File: src/rtl/div_iter.sv
// div_iter: iterative restoring divider, one quotient bit per clock, with sign fix-up
// and divide-by-zero flag.
module div_iter #(
    parameter int WIDTH  = 32,
    parameter bit SIGNED = 1'b1
) (
    input  logic             clock,
    input  logic             reset_n,
    input  logic             start,
    input  logic [WIDTH-1:0] dividend,
    input  logic [WIDTH-1:0] divisor,
    output logic [WIDTH-1:0] quotient,
    output logic [WIDTH-1:0] remainder,
    output logic             ready,
    output logic             busy,
    output logic             exception
);
    localparam int CW = $clog2(WIDTH);
    typedef enum logic [1:0] {IDLE, RUN, DONE} state_t;
    state_t r_state, w_next;
    logic             w_accept, w_last, w_dvd_neg, w_dvs_neg, w_ge;
    logic [WIDTH-1:0] w_dvd_abs, w_dvs_abs, w_q_it, w_r_it;
    logic [WIDTH:0]   w_rs;
    logic [WIDTH-1:0] r_q, r_r, r_dvs, r_quot, r_rem;
    logic [CW-1:0]    r_count;
    logic             r_neg_q, r_neg_r, r_exc;

    assign w_dvd_neg = SIGNED && dividend[WIDTH-1];
    assign w_dvs_neg = SIGNED && divisor[WIDTH-1];
    assign w_dvd_abs = w_dvd_neg ? -dividend : dividend;
    assign w_dvs_abs = w_dvs_neg ? -divisor : divisor;
    // Partial remainder stays below the divisor, so the shifted value fits WIDTH+1 bits
    // and the difference always fits WIDTH bits.
    assign w_rs   = {r_r, r_q[WIDTH-1]};
    assign w_ge   = w_rs >= {1'b0, r_dvs};
    assign w_r_it = w_ge ? w_rs[WIDTH-1:0] - r_dvs : w_rs[WIDTH-1:0];
    assign w_q_it = {r_q[WIDTH-2:0], w_ge};
    assign w_last = r_count == CW'(WIDTH - 1);

    assign quotient  = r_quot;
    assign remainder = r_rem;
    assign exception = r_exc;
    assign ready     = r_state == DONE;
    assign busy      = r_state != IDLE;

    always_ff @(posedge clock or negedge reset_n)
        if (!reset_n) r_state <= IDLE;
        else          r_state <= w_next;

    always_comb begin
        w_next   = r_state;
        w_accept = 1'b0;
        case (r_state)
            IDLE: if (start) begin
                w_accept = 1'b1;
                w_next   = divisor == '0 ? DONE : RUN;
            end
            RUN:     w_next = w_last ? DONE : RUN;
            default: w_next = IDLE;
        endcase
    end

    always_ff @(posedge clock or negedge reset_n) begin
        if (!reset_n) begin
            r_q     <= '0;
            r_r     <= '0;
            r_dvs   <= '0;
            r_count <= '0;
            r_neg_q <= 1'b0;
            r_neg_r <= 1'b0;
            r_quot  <= '0;
            r_rem   <= '0;
            r_exc   <= 1'b0;
        end else if (w_accept) begin
            r_q     <= w_dvd_abs;
            r_r     <= '0;
            r_dvs   <= w_dvs_abs;
            r_count <= '0;
            r_neg_q <= w_dvd_neg ^ w_dvs_neg;
            r_neg_r <= w_dvd_neg;
            if (divisor == '0) begin
                r_quot <= '0;
                r_rem  <= '0;
                r_exc  <= 1'b1;
            end
        end else if (r_state == RUN) begin
            r_q     <= w_q_it;
            r_r     <= w_r_it;
            r_count <= r_count + 1'b1;
            if (w_last) begin
                r_quot <= r_neg_q ? -w_q_it : w_q_it;
                r_rem  <= r_neg_r ? -w_r_it : w_r_it;
                r_exc  <= 1'b0;
            end
        end
    end
endmodule

File: config.mk
export PLATFORM = sky130hd
export DESIGN_NAME = div_iter
export DESIGN_NICKNAME = d
export VERILOG_FILES = /design/src/rtl/div_iter.sv
export SDC_FILE = /design/constraint.sdc
export NUM_CORES = 1
export LEC_CHECK = 0
export CAP_MARGIN = 5
export CORE_MARGIN = 1
export CORE_UTILIZATION = 37
export CTS_CLUSTER_DIAMETER = 40
export DETAILED_ROUTE_END_ITERATION = 16
export PLACE_DENSITY = 0.56
export SLEW_MARGIN = 30
export SYNTH_ARGS = -nofsm -noshare
export SYNTH_HDL_FRONTEND = slang
export SYNTH_SLANG_ARGS = --single-unit
File: constraint.sdc
create_clock -name clock -period 14.6 [get_ports clock]
set_clock_uncertainty 0.05 [all_clocks]
set_input_delay 2.19 -clock clock [delete_from_list [all_inputs] [get_ports clock]]
set_output_delay 2.19 -clock clock [all_outputs]
set_load 0.02 [all_outputs]
# == Word-level counts from Yosys, hierarchy flattened ==
# Index checks and enable logic that the tools add are counted.
# totals
regBits,170
input_bits,67
output_inout_bits,67
wordCells,57
# classes
n_bitwise,1
n_lt_le_gt_ge,1
n_eq_ne,5
addsub,6
mux,28
n_reduce_logical,6
# op_table
cell,n
2-to-1 mux 32 bit,16
negator 32 bit,4
greater-or-equal comparator 33 x 32 -> 1 bit,1
logical NOT 32 bit,1
subtractor 32 bit,1
2-to-1 mux 5 bit,2
2-to-1 mux 1 bit,6
2-to-1 mux 2 bit,3
nonzero test 2 bit,3
"adder 5 x 1 -> 5 bit, second input constant",1
"== test 5 bit, second input constant",1
case mux 2 bit (2 select lines),1
AND reduction 3 bit,1
"== test 2 x 1 -> 1 bit, second input constant",1
"== test 2 bit, second input constant",1
logical NOT 2 bit,1
"!= test 2 x 1 -> 1 bit, second input constant",1
"!= test 2 bit, second input constant",1
bitwise XOR 1 bit,1

# == Logic depth before layout (Yosys ltp) ==
# depth
word_depth,7
ltp_mapped,24
ltp_nobuf,19

# == Least setup slack after synthesis ==
# OpenSTA, ideal clock, no wires.
# synth_timing
kind,register to register
startpoint,register r_r[7]
endpoint,"register r_rem[28], in the netlist remainder[28]"
stages_incl_launch_ff,24
n_path_buf,5
arrival_ns,5.605
setup_time_ns,0.130
slack_ns,8.816
period_less_slack_ns,5.784
t_required_ns,14.420
path_cell_list,dfrtp_1 ha_1 buf_2 nand4_2 nor3_1 o21ai_2 a2111o_4 nand2_4 buf_2 buf_1 clkbuf_1 buf_1 nand2_1 o21ai_0 ha_1 nand2_1 or3_1 nor4b_1 a41oi_1 a2111o_1 or4_1 o21ai_1 xnor2_1 o21ai_1
# synth_between
elab_chain_cells,7
elab_cells_between_ends,8
classes_between,2 x add/sub; 1 x order compare; 5 x mux
# synth_lines
item,line,rtl
"start, declared",24,"logic [WIDTH-1:0] r_q, r_r, r_dvs, r_quot, r_rem;"
"start signal, assigned",88,r_r <= w_r_it;
subtractor 32 bit or greater-or-equal comparator 33 x 32 -> 1 bit (tied branches),"36, 35",
2-to-1 mux 32 bit *,36,assign w_r_it = w_ge ? w_rs[WIDTH-1:0] - r_dvs : w_rs[WIDTH-1:0];
negator 32 bit,92,r_rem <= r_neg_r ? -w_r_it : w_r_it;
2-to-1 mux 32 bit *,92,
2-to-1 mux 32 bit *,90,if (w_last) begin
2-to-1 mux 32 bit *,86,end else if (r_state == RUN) begin
2-to-1 mux 32 bit *,74,end else if (w_accept) begin
"end signal, assigned",92,
"end, declared",24,
# Every way passes the cells marked *; elsewhere a longest branch is shown, timed or not. The select of a mux whose other input is x is not followed.
# A chain may end at the register's enable or synchronous reset.

# == Worst setup path in the final report ==
# layout_timing
startpoint,register r_r[17]
endpoint,"register r_rem[28], in the netlist remainder[28]"
# Same word-level chain as after synthesis.

==> results.json <==
{
  "crit_chain": "ha_1 -> a21oi_1 -> o21ai_1 -> a41o_1 -> a211oi_2 -> nand2_4 -> inv_2 -> mux2i_1 -> ha_1 -> nand2_1 -> or3_1 -> nor4b_1 -> a41oi_1 -> a2111o_1 -> or4_1 -> o21ai_1 -> xnor2_1 -> o21ai_1",
  "antenna_found_initial": 0,
  "r2r_cells": 18,
  "gr-usage-all-layers_pct": 22.9,
  "synthDistinctLibCells": 78,
  "finalCritPeriodShare_pct": 43.6,
  "fp.coreArea_um2": 31800,
  "placementRows": 65,
  "detail_route.wl_per_cell_um": 18.2,
  "fp.dieArea_um2": 33300,
  "worstPathRequired_ns": 14.87,
  "end_kind": "flip-flop",
  "synth_area_um2": 12000,
  "holdPathEnd": "remainder[2]",
  "dp.final_hpwl_mm": 27.4,
  "avgSynthCellArea_um2": 8.05,
  "vias": 11200,
  "initial_core_util_pct": 37.9,
  "yosys_warnings": 0,
  "synth-seq-cells": 170,
  "htreeDepth": 4,
  "syn_inst": 1495,
  "slowest_delay_ns": 0.65,
  "post-cts-setup-buffers": 0,
  "fin_setup_tns_ns": 0,
  "worstMarginPinSlew_ns": 0.903,
  "r2r_slack_ns": 8.24,
  "fin_nets": 1677,
  "crit_type": "reg -> reg",
  "die_h_um": 182,
  "fin_crit_ns": 6.36,
  "cp_slowest_cell": "inv_2",
  "hp-class": "reg -> reg",
  "cp_max_fo": 51,
  "synth_edf_count": 0,
  "worstReg2RegEnd": "remainder[28]",
  "routed_via_density": 5.56,
  "io-pin-count": 134,
  "hold_depth": 2,
  "path_clk_slew_ns": 0.08,
  "maxCapViolCount": 0,
  "cts.sinks": 170,
  "critPathLaunchType": "flip-flop",
  "placed_area_um2": 13700,
  "grt_pass1_vias": 10700,
  "initialDrtViolationCount": 907,
  "layout.cells.most_common_list": "nand2_1 (269), o21ai_0 (192), dfrtp_1 (169)",
  "finalMaxSlewViolations": 0,
  "ctsLongestPathBuffers": 2,
  "async_reset_ff_share_pct": 100,
  "drt_pass1_iterations": 6,
  "clkLatencyLatePin_ns": 0.45,
  "status": "finished, final reports clean",
  "whs_ns": 0.431,
  "cts_hold_buf": 0,
  "synth_nets": 1601,
  "numCtsBuffers": 17,
  "die_w_um": 182,
  "setup_viol": 0,
  "rsz0062_at_grt": "false",
  "cts_resized": 0,
  "drcViolationCount": 0,
  "fmax_mhz": 157,
  "drive_above_1_share_pct": 4.67,
  "place_congestion": 0.934,
  "root_buffer": "clkbuf_16",
  "tritoncts": "built",
  "seq_area_frac_synth_pct": 35.3,
  "grt_pass1_wl_mm": 59.7,
  "grt_overflow": 0,
  "drtAntennaViolNets": 0,
  "final_common_cell": "nand2_1",
  "path_common_cell": "o21ai_1",
  "hold_viol": 0,
  "grt_start_max_net_pins": 98,
  "min_from": "remainder[2]",
  "stdcell_area_um2": 14300,
  "synth_ff_type": "dfrtp_1",
  "final_util_pct": 44.9,
  "r2r-start": "r_r[17]",
  "io_buffers": 133,
  "cp.arrival_ns": 6.63,
  "routed_wl_mm": 36.8,
  "diodes": 0,
  "syn_to_final_growth_pct": 18.5,
  "relSlewSlack_pct": 39.8
}
==> worst max-delay path, delay by kind of cell, from the launching register on <==
family                     cells  cell delay, ns
and+or+nand+nor                5            1.70
muxes                          1            0.35
DFF                            1            0.41
buffers and inverters          1            0.65
xor gates and xnor gates       1            0.14
adders and majority gates      2            0.66
AOI/OAI and AO/OA              8            2.23
==> metal layers <==
layer	vias to the layer above	GRT usage, %	wire [um]
met5	-	0	0
met4	0	5.38	469
met3	33	3.57	2060
met2	317	35.1	16400
met1	5386	33.7	17900
li1	5482	-	-
==> how the worst max path moves through the flow <==
| stage | slack, ns | startpoint | to |
|---|---|---|---|
| after detailed placement | 7.94 | divisor[1] | remainder[30] |
| after global placement | 8.00 | divisor[0] | remainder[30] |
| after CTS | 8.28 | r_r[17] | remainder[28] |
| final | 8.24 | r_r[17] | remainder[28] |
| after floorplan | 8.82 | r_r[7] | remainder[28] |
| after global routing | 7.74 | r_r[17] | remainder[28] |
==> per-stage QoR <==
stage / instances / setup slack [ns]
after floorplan: 1495 / 8.82
after global placement: 1987 / 8.00
after detailed placement: 1987 / 7.94
after CTS: 2018 / 8.28
after global routing: 2018 / 7.74
final: 2018 / 8.24
==> logic make-up after synthesis <==
| kind of cell | Yosys count | synth area share (%) |
|---|---|---|
| fa+ha+maj | 39 | 4.12 |
| mux | 27 | 2.26 |
| simple gates | 557 | 21.7 |
| compound gates | 428 | 22.2 |
| flops | 170 | 35.3 |
| xor+xnor | 136 | 9.89 |
| buf+inv | 138 | 4.52 |
==> registers in the layout, summed over array words and instances, names as in the netlist, 2 cells and up <==
signal / count
quotient: 32
r_count: 5
r_dvs: 32
r_q: 32
r_r: 32
r_state: 2
remainder: 32
==> cell type report <==
class	count	area [um^2]
clock buffers	17	425
flip-flops and latches	170	4260
well taps	435	544
clock inverters	14	153
repair buffers	142	1410
inverters	53	199
fillers	3212	17500
multi-input cells	1187	7280
==> Yosys cell counts (all sizes together) (16+ instances only) <==
| library cell | n | area share [%] |
|---|---|---|
| o41ai | 18 | 1.4 |
| or4 | 26 | 1.7 |
| nand2 | 272 | 8.5 |
| inv | 53 | 1.7 |
| clkbuf | 64 | 2.0 |
| nand3 | 50 | 2.1 |
| buf | 21 | 0.86 |
| xor2 | 69 | 5.0 |
| xnor2 | 67 | 4.9 |
| or3 | 16 | 0.83 |
| ha | 38 | 3.9 |
| a31oi | 32 | 1.7 |
| nor2 | 79 | 2.5 |
| nor3 | 21 | 0.87 |
| o31ai | 28 | 1.7 |
| mux2i | 26 | 2.2 |
| o21ai | 202 | 8.4 |
| dfrtp | 170 | 35 |
| a21oi | 53 | 2.2 |
Power is left out: the tool's default activity adds up to more than one toggle a clock period on the data nets, which glitch-free logic cannot reach.
